### src/rtl/aes_result_queue.sv
// rtl/aes_result_queue.sv - in-order AES32 result queue between execute stage and XIF result interface
// Optional feature: define AES_RESQ_BYPASS_EN for zero-latency pass-through on an empty queue.
module aes_result_queue #(
  parameter int DEPTH       = 4,
  parameter int X_ID_WIDTH  = 4,
  parameter int X_RFW_WIDTH = 32
) (
  input  logic                   clk_i,
  input  logic                   rst_ni,
  input  logic                   push_valid_i,
  output logic                   push_ready_o,
  input  logic [X_ID_WIDTH-1:0]  push_id_i,
  input  logic [4:0]             push_rd_i,
  input  logic [X_RFW_WIDTH-1:0] push_data_i,
  input  logic                   commit_valid_i,
  input  logic [X_ID_WIDTH-1:0]  commit_id_i,
  input  logic                   commit_kill_i,
  output logic                   result_valid_o,
  input  logic                   result_ready_i,
  output logic [X_ID_WIDTH-1:0]  result_id_o,
  output logic [4:0]             result_rd_o,
  output logic [X_RFW_WIDTH-1:0] result_data_o,
  output logic                   result_we_o,
  output logic [$clog2(DEPTH):0] count_o,
  output logic                   err_o
);

  localparam int PW = $clog2(DEPTH);
  localparam int CW = PW + 1;
  localparam logic [CW-1:0] FULL = CW'(DEPTH);

  typedef enum logic [1:0] {
    HEAD_WAIT,
    HEAD_DROP,
    HEAD_EMIT
  } head_e;

  logic [DEPTH-1:0]       vld;
  logic [DEPTH-1:0]       cmt;
  logic [DEPTH-1:0]       kill;
  logic [X_ID_WIDTH-1:0]  id_q   [DEPTH];
  logic [4:0]             rd_q   [DEPTH];
  logic [X_RFW_WIDTH-1:0] data_q [DEPTH];
  logic [PW-1:0]          wr_ptr;
  logic [PW-1:0]          rd_ptr;
  logic [CW-1:0]          count;
  logic                   err;

  head_e                  head;
  logic [DEPTH-1:0]       cam_hit;
  logic                   push_fire;
  logic                   push_hit;
  logic                   commit_err;
  logic                   bypass_kill;
  logic                   bypass_emit;
  logic                   store;
  logic                   pop;

  assign push_ready_o = (count != FULL);
  assign push_fire    = push_valid_i & push_ready_o;
  // A commit in the same cycle as the push of its id targets the incoming entry.
  assign push_hit     = push_fire & commit_valid_i & (push_id_i == commit_id_i);
  assign commit_err   = commit_valid_i & ~push_hit & ~(|cam_hit);

`ifdef AES_RESQ_BYPASS_EN
  logic bypass_cand;
  assign bypass_cand = (count == '0) & push_hit;
  assign bypass_kill = bypass_cand & commit_kill_i;
  assign bypass_emit = bypass_cand & ~commit_kill_i & result_ready_i;
`else
  assign bypass_kill = 1'b0;
  assign bypass_emit = 1'b0;
`endif

  assign store = push_fire & ~bypass_kill & ~bypass_emit;
  assign pop   = (head == HEAD_DROP) | ((head == HEAD_EMIT) & result_ready_i);

  // Search valid, not-yet-committed entries for the committing id.
  always_comb begin
    cam_hit = '0;
    for (int i = 0; i < DEPTH; i++) begin
      cam_hit[i] = vld[i] & ~cmt[i] & (id_q[i] == commit_id_i);
    end
  end

  // Classify the head entry: wait for commit, drop a killed one, or emit.
  always_comb begin
    head = HEAD_WAIT;
    if (vld[rd_ptr] && cmt[rd_ptr]) begin
      head = kill[rd_ptr] ? HEAD_DROP : HEAD_EMIT;
    end
  end

  // Drive the XIF result from the head entry (or the bypassed push); zero when idle.
  always_comb begin
    result_valid_o = 1'b0;
    result_id_o    = '0;
    result_rd_o    = '0;
    result_data_o  = '0;
    if (head == HEAD_EMIT) begin
      result_valid_o = 1'b1;
      result_id_o    = id_q[rd_ptr];
      result_rd_o    = rd_q[rd_ptr];
      result_data_o  = data_q[rd_ptr];
    end else if (bypass_emit) begin
      result_valid_o = 1'b1;
      result_id_o    = push_id_i;
      result_rd_o    = push_rd_i;
      result_data_o  = push_data_i;
    end
  end

  assign result_we_o = result_valid_o;
  assign count_o     = count;
  assign err_o       = err;

  // Queue storage, pointers, occupancy and the sticky protocol error.
  always_ff @(posedge clk_i or negedge rst_ni) begin
    if (!rst_ni) begin
      vld    <= '0;
      cmt    <= '0;
      kill   <= '0;
      wr_ptr <= '0;
      rd_ptr <= '0;
      count  <= '0;
      err    <= 1'b0;
      for (int i = 0; i < DEPTH; i++) begin
        id_q[i]   <= '0;
        rd_q[i]   <= '0;
        data_q[i] <= '0;
      end
    end else begin
      // The CAM only hits uncommitted entries, so it never touches the popped head.
      if (commit_valid_i && !push_hit) begin
        for (int i = 0; i < DEPTH; i++) begin
          if (cam_hit[i]) begin
            cmt[i]  <= 1'b1;
            kill[i] <= commit_kill_i;
          end
        end
      end
      // Pop and store slots only coincide when empty or full, where one side is idle.
      if (pop) begin
        vld[rd_ptr]  <= 1'b0;
        cmt[rd_ptr]  <= 1'b0;
        kill[rd_ptr] <= 1'b0;
        rd_ptr       <= rd_ptr + PW'(1);
      end
      if (store) begin
        vld[wr_ptr]    <= 1'b1;
        cmt[wr_ptr]    <= push_hit;
        kill[wr_ptr]   <= push_hit & commit_kill_i;
        id_q[wr_ptr]   <= push_id_i;
        rd_q[wr_ptr]   <= push_rd_i;
        data_q[wr_ptr] <= push_data_i;
        wr_ptr         <= wr_ptr + PW'(1);
      end
      count <= count + CW'(store) - CW'(pop);
      if (commit_err) begin
        err <= 1'b1;
      end
    end
  end

endmodule
### config.mk
export PLATFORM = sky130hd
export DESIGN_NAME = aes_result_queue
export DESIGN_NICKNAME = d
export VERILOG_FILES = /design/src/rtl/aes_result_queue.sv
export SDC_FILE = /design/constraint.sdc
export NUM_CORES = 1
export LEC_CHECK = 0
export BUFFER_PORTS_ARGS = -buffer_cell sky130_fd_sc_hd__buf_2
export CORE_UTILIZATION = 51
export DETAILED_ROUTE_END_ITERATION = 10
export GPL_ROUTABILITY_DRIVEN = 1
export GPL_TIMING_DRIVEN = 0
export PLACE_DENSITY = 0.71
export SYNTH_ARGS = -nofsm -noshare
export SYNTH_HDL_FRONTEND = slang
export SYNTH_SLANG_ARGS = --single-unit
### constraint.sdc
create_clock -name clk_i -period 3 [get_ports clk_i]
set_clock_uncertainty 0.15 [all_clocks]
set_input_delay 0.3 -clock clk_i [delete_from_list [all_inputs] [get_ports clk_i]]
set_output_delay 0.3 -clock clk_i [all_outputs]
set_load 0.02 [all_outputs]
==> flow_summary.toml <==
[clock_tree]
cts_sinks = 184
clk_pin_slew_ns = 0.07
h-tree-depth = 4
cts_root_buffer = "clkbuf_16"
clockBufferDepth = 2
numCtsBuffers = 17
cts_tree = "done"
clkLatencyLatePin_ns = 0.44

[critical_path]
critPathBufInv = 4
path_max_fanout = 10
path_class = "flop to output pin"
worst_r2r_path_depth = 9
cp_common_cell = "buf_2"
cp.depth = 6
arrival_ns = 2.45
slowest_stage = "dfrtp_1"
critPathTopFamily = "buffers and inverters"
required_ns = 2.55
endpoint_kind = "output pin"
start_kind = "flop"
crit_chain = "clkbuf_2, buf_2, clkbuf_4, mux4_2, nor2b_1, buf_2"
slowest_delay_ns = 0.38

[synthesis]
yosys.area.top_type_share_pct = 52.11
synth.most_common_cell = "nand2_1"
synth_area_per_cell_um2 = 11.26
synth_cells = 785
netlist-cell-type-count = 47
synth-seq-cells = 184
async_flop_share_pct = 100.0
synth.top_cells.by_count = "nand2_1 (252), dfrtp_1 (184), mux2_2 (76)"
syn_nets = 846
ys.flop_type = "dfrtp_1"
yosysSeqAreaShare_pct = 52.11
synth_area_leaders = "dfrtp_1 (52%), mux4_2 (11%), nand2_1 (11%)"
synth_edf_count = 0
yosys_warnings = 0
synth_area_mm2 = 0.008836
synth_top_area_cell = "dfrtp_1"

[drt]
ant_nets = 0
dr.pass1.iters = 5
drt_iter0_markers = 487
drc_errors = 0
vias = 6489
routed_via_density = 5.537
wl_per_cell_um = 18.35
routed_wl_um = 21500

[pwr]
p_per_area_mw_per_mm2 = 1115
p_leak_nw = 5.143
power_mw = 11.98
vdd_drop_max_v = 0.0006620

[floorplanning]
die_w_um = 133.6
ioPinCount = 99
start_util_pct = 52.72
die_area_mm2 = 0.01786
die_h_um = 133.6
rows = 47
core_area_mm2 = 0.01676

[global_route]
grt_pass1_wl_um = 34820
grt_pass1_vias = 6591
grt_max_degree = 108
antenna_found_initial = 1
grt-ovfl-total = 0
grt_usage_pct = 25.75

[sta]
rsz0062_at_grt = "true"
min_period_over_period_pct = 96.72
holdWs_ns = 0.09732
slew_viol_final = 0
slew_headroom_pct = 45.37
finalHoldViolCount = 0
fmax_mhz = 344.6
finalCriticalPeriod_ns = 2.902
setup_viol = 0
tightestPinTransition_ns = 0.7988
worst_slack_ns = 0.09830

[place]
place_congestion = 0.8569
port_buffers = 95
dp_hpwl_um = 14370
dp_slack_ns = -0.2954
dpl.cell_count = 1101

[hold_path]
min_path_cells = 3
holdCritPathClass = "input port to flop"

[run_status]
status = "completed"

[finish]
num-nets-final = 999
finalNonFillerCells = 1172
area_delta_synth_final_pct = 21.62
final_layout_size_suffix_gt1_share_pct = 30.28

[run]
maxCapViolCount = 0
final cells by class:
class                   instances  area, um2
inverters                      18      67.56
flip-flops and latches        184       4604
well taps                     220      275.3
clock buffers                  18      439.2
plain buffers                  50      270.3
repair buffers                135      903.4
diodes                          1      2.502
fillers                      1309       6013
clock inverters                14      231.5
multi-input cells             532       3953
power breakdown:
group / switching, mW / internal (mW) / total [mW]
sequential: 0.657 / 3.68 / 4.33
clock: 1.02 / 1.53 / 2.54
combinational: 2.56 / 2.54 / 5.10
total: 4.24 / 7.75 / 12.0
registers in the layout, summed over array words and instances (netlist names):
name and count:
kill 4, id_q 16, err_o 1, rd_q 20, vld 4, wr_ptr 2
cmt 4, rd_ptr 2, count_o 3, data_q 128
worst register-to-register path: cells and delay by family (launching register included):
family | cells | cell delay, ns
compound gates | 1 | 0.23
flops | 1 | 0.41
mux | 1 | 0.57
buf+inv | 2 | 0.35
fa+ha+maj | 2 | 0.58
xor+xnor | 3 | 0.48
metal layers:
metal / vias to the layer above / part of all wire [%] / global-route usage [%]
li1: 2969 / - / -
met1: 3272 / 44 / 35.58
met2: 220 / 49 / 41.61
met3: 28 / 5.5 / 4.756
met4: 0 / 1.6 / 7.828
met5: - / 0 / 0
timing repair:
item,CTS,global route
setup endpoints to repair,44,41
endpoints found under the hold margin,222,0
hold buffers,39,0
resized for setup,21,12
buffers inserted,0,0
final timing paths:
check | endpoint | slack, ns | startpoint
min reg2reg | data_q[69]$_DFFE_PN0P_ | 0.32 | data_q[69]$_DFFE_PN0P_
max | result_data_o[0] | 0.1 | rd_ptr[1]$_DFFE_PN0P_
max in group asynchronous | cmt[2]$_DFF_PN0_ | 1.50 | rst_ni
max reg2reg | count_o[2]$_DFF_PN0_ | 0.14 | rd_ptr[0]$_DFFE_PN0P_
min in group asynchronous | data_q[53]$_DFFE_PN0P_ | 0.36 | rst_ni
min | id_q[11]$_DFFE_PN0P_ | 0.1 | push_id_i[3]
logic make-up (layout without fill, tap and decap cells):
logic type	count (synthesis)	count (layout)	share of synthesized area, %
AOI/OAI and AO/OA	50	50	4.248
xor gates and xnor gates	13	13	1.289
adders and majority gates	10	10	1.501
buffers and inverters	69	235	3.285
DFF	184	184	52.11
muxes	119	119	20.65
other	0	1	0
and+or+nand+nor	340	340	16.92
cell usage in the layout, fill, tap and decap left out, types with 8 or more instances in the layout:
cell	Yosys	layout
buf_2	16	111
mux4_2	43	43
inv_1	18	18
dlygate4sd3_1	0	39
clkbuf_1	28	16
nand2_1	252	252
ha_1	9	9
mux2_2	76	76
o21ai_0	16	16
nor2b_1	48	47
xnor2_1	8	8
clkbuf_16	0	17
dfrtp_1	184	184
through the flow:
stage	TNS (ns)	util, %	cell area (um2)
after detailed placement	-5.996	57.42	9624
after floorplan	0	-	8836
final	0	64.12	10750
after global routing	-0.01049	64.12	10750
after CTS	0	64.02	10730
after global placement	-290.51	57.20	9587
Note: power is estimated with default switching activity, not from simulation.
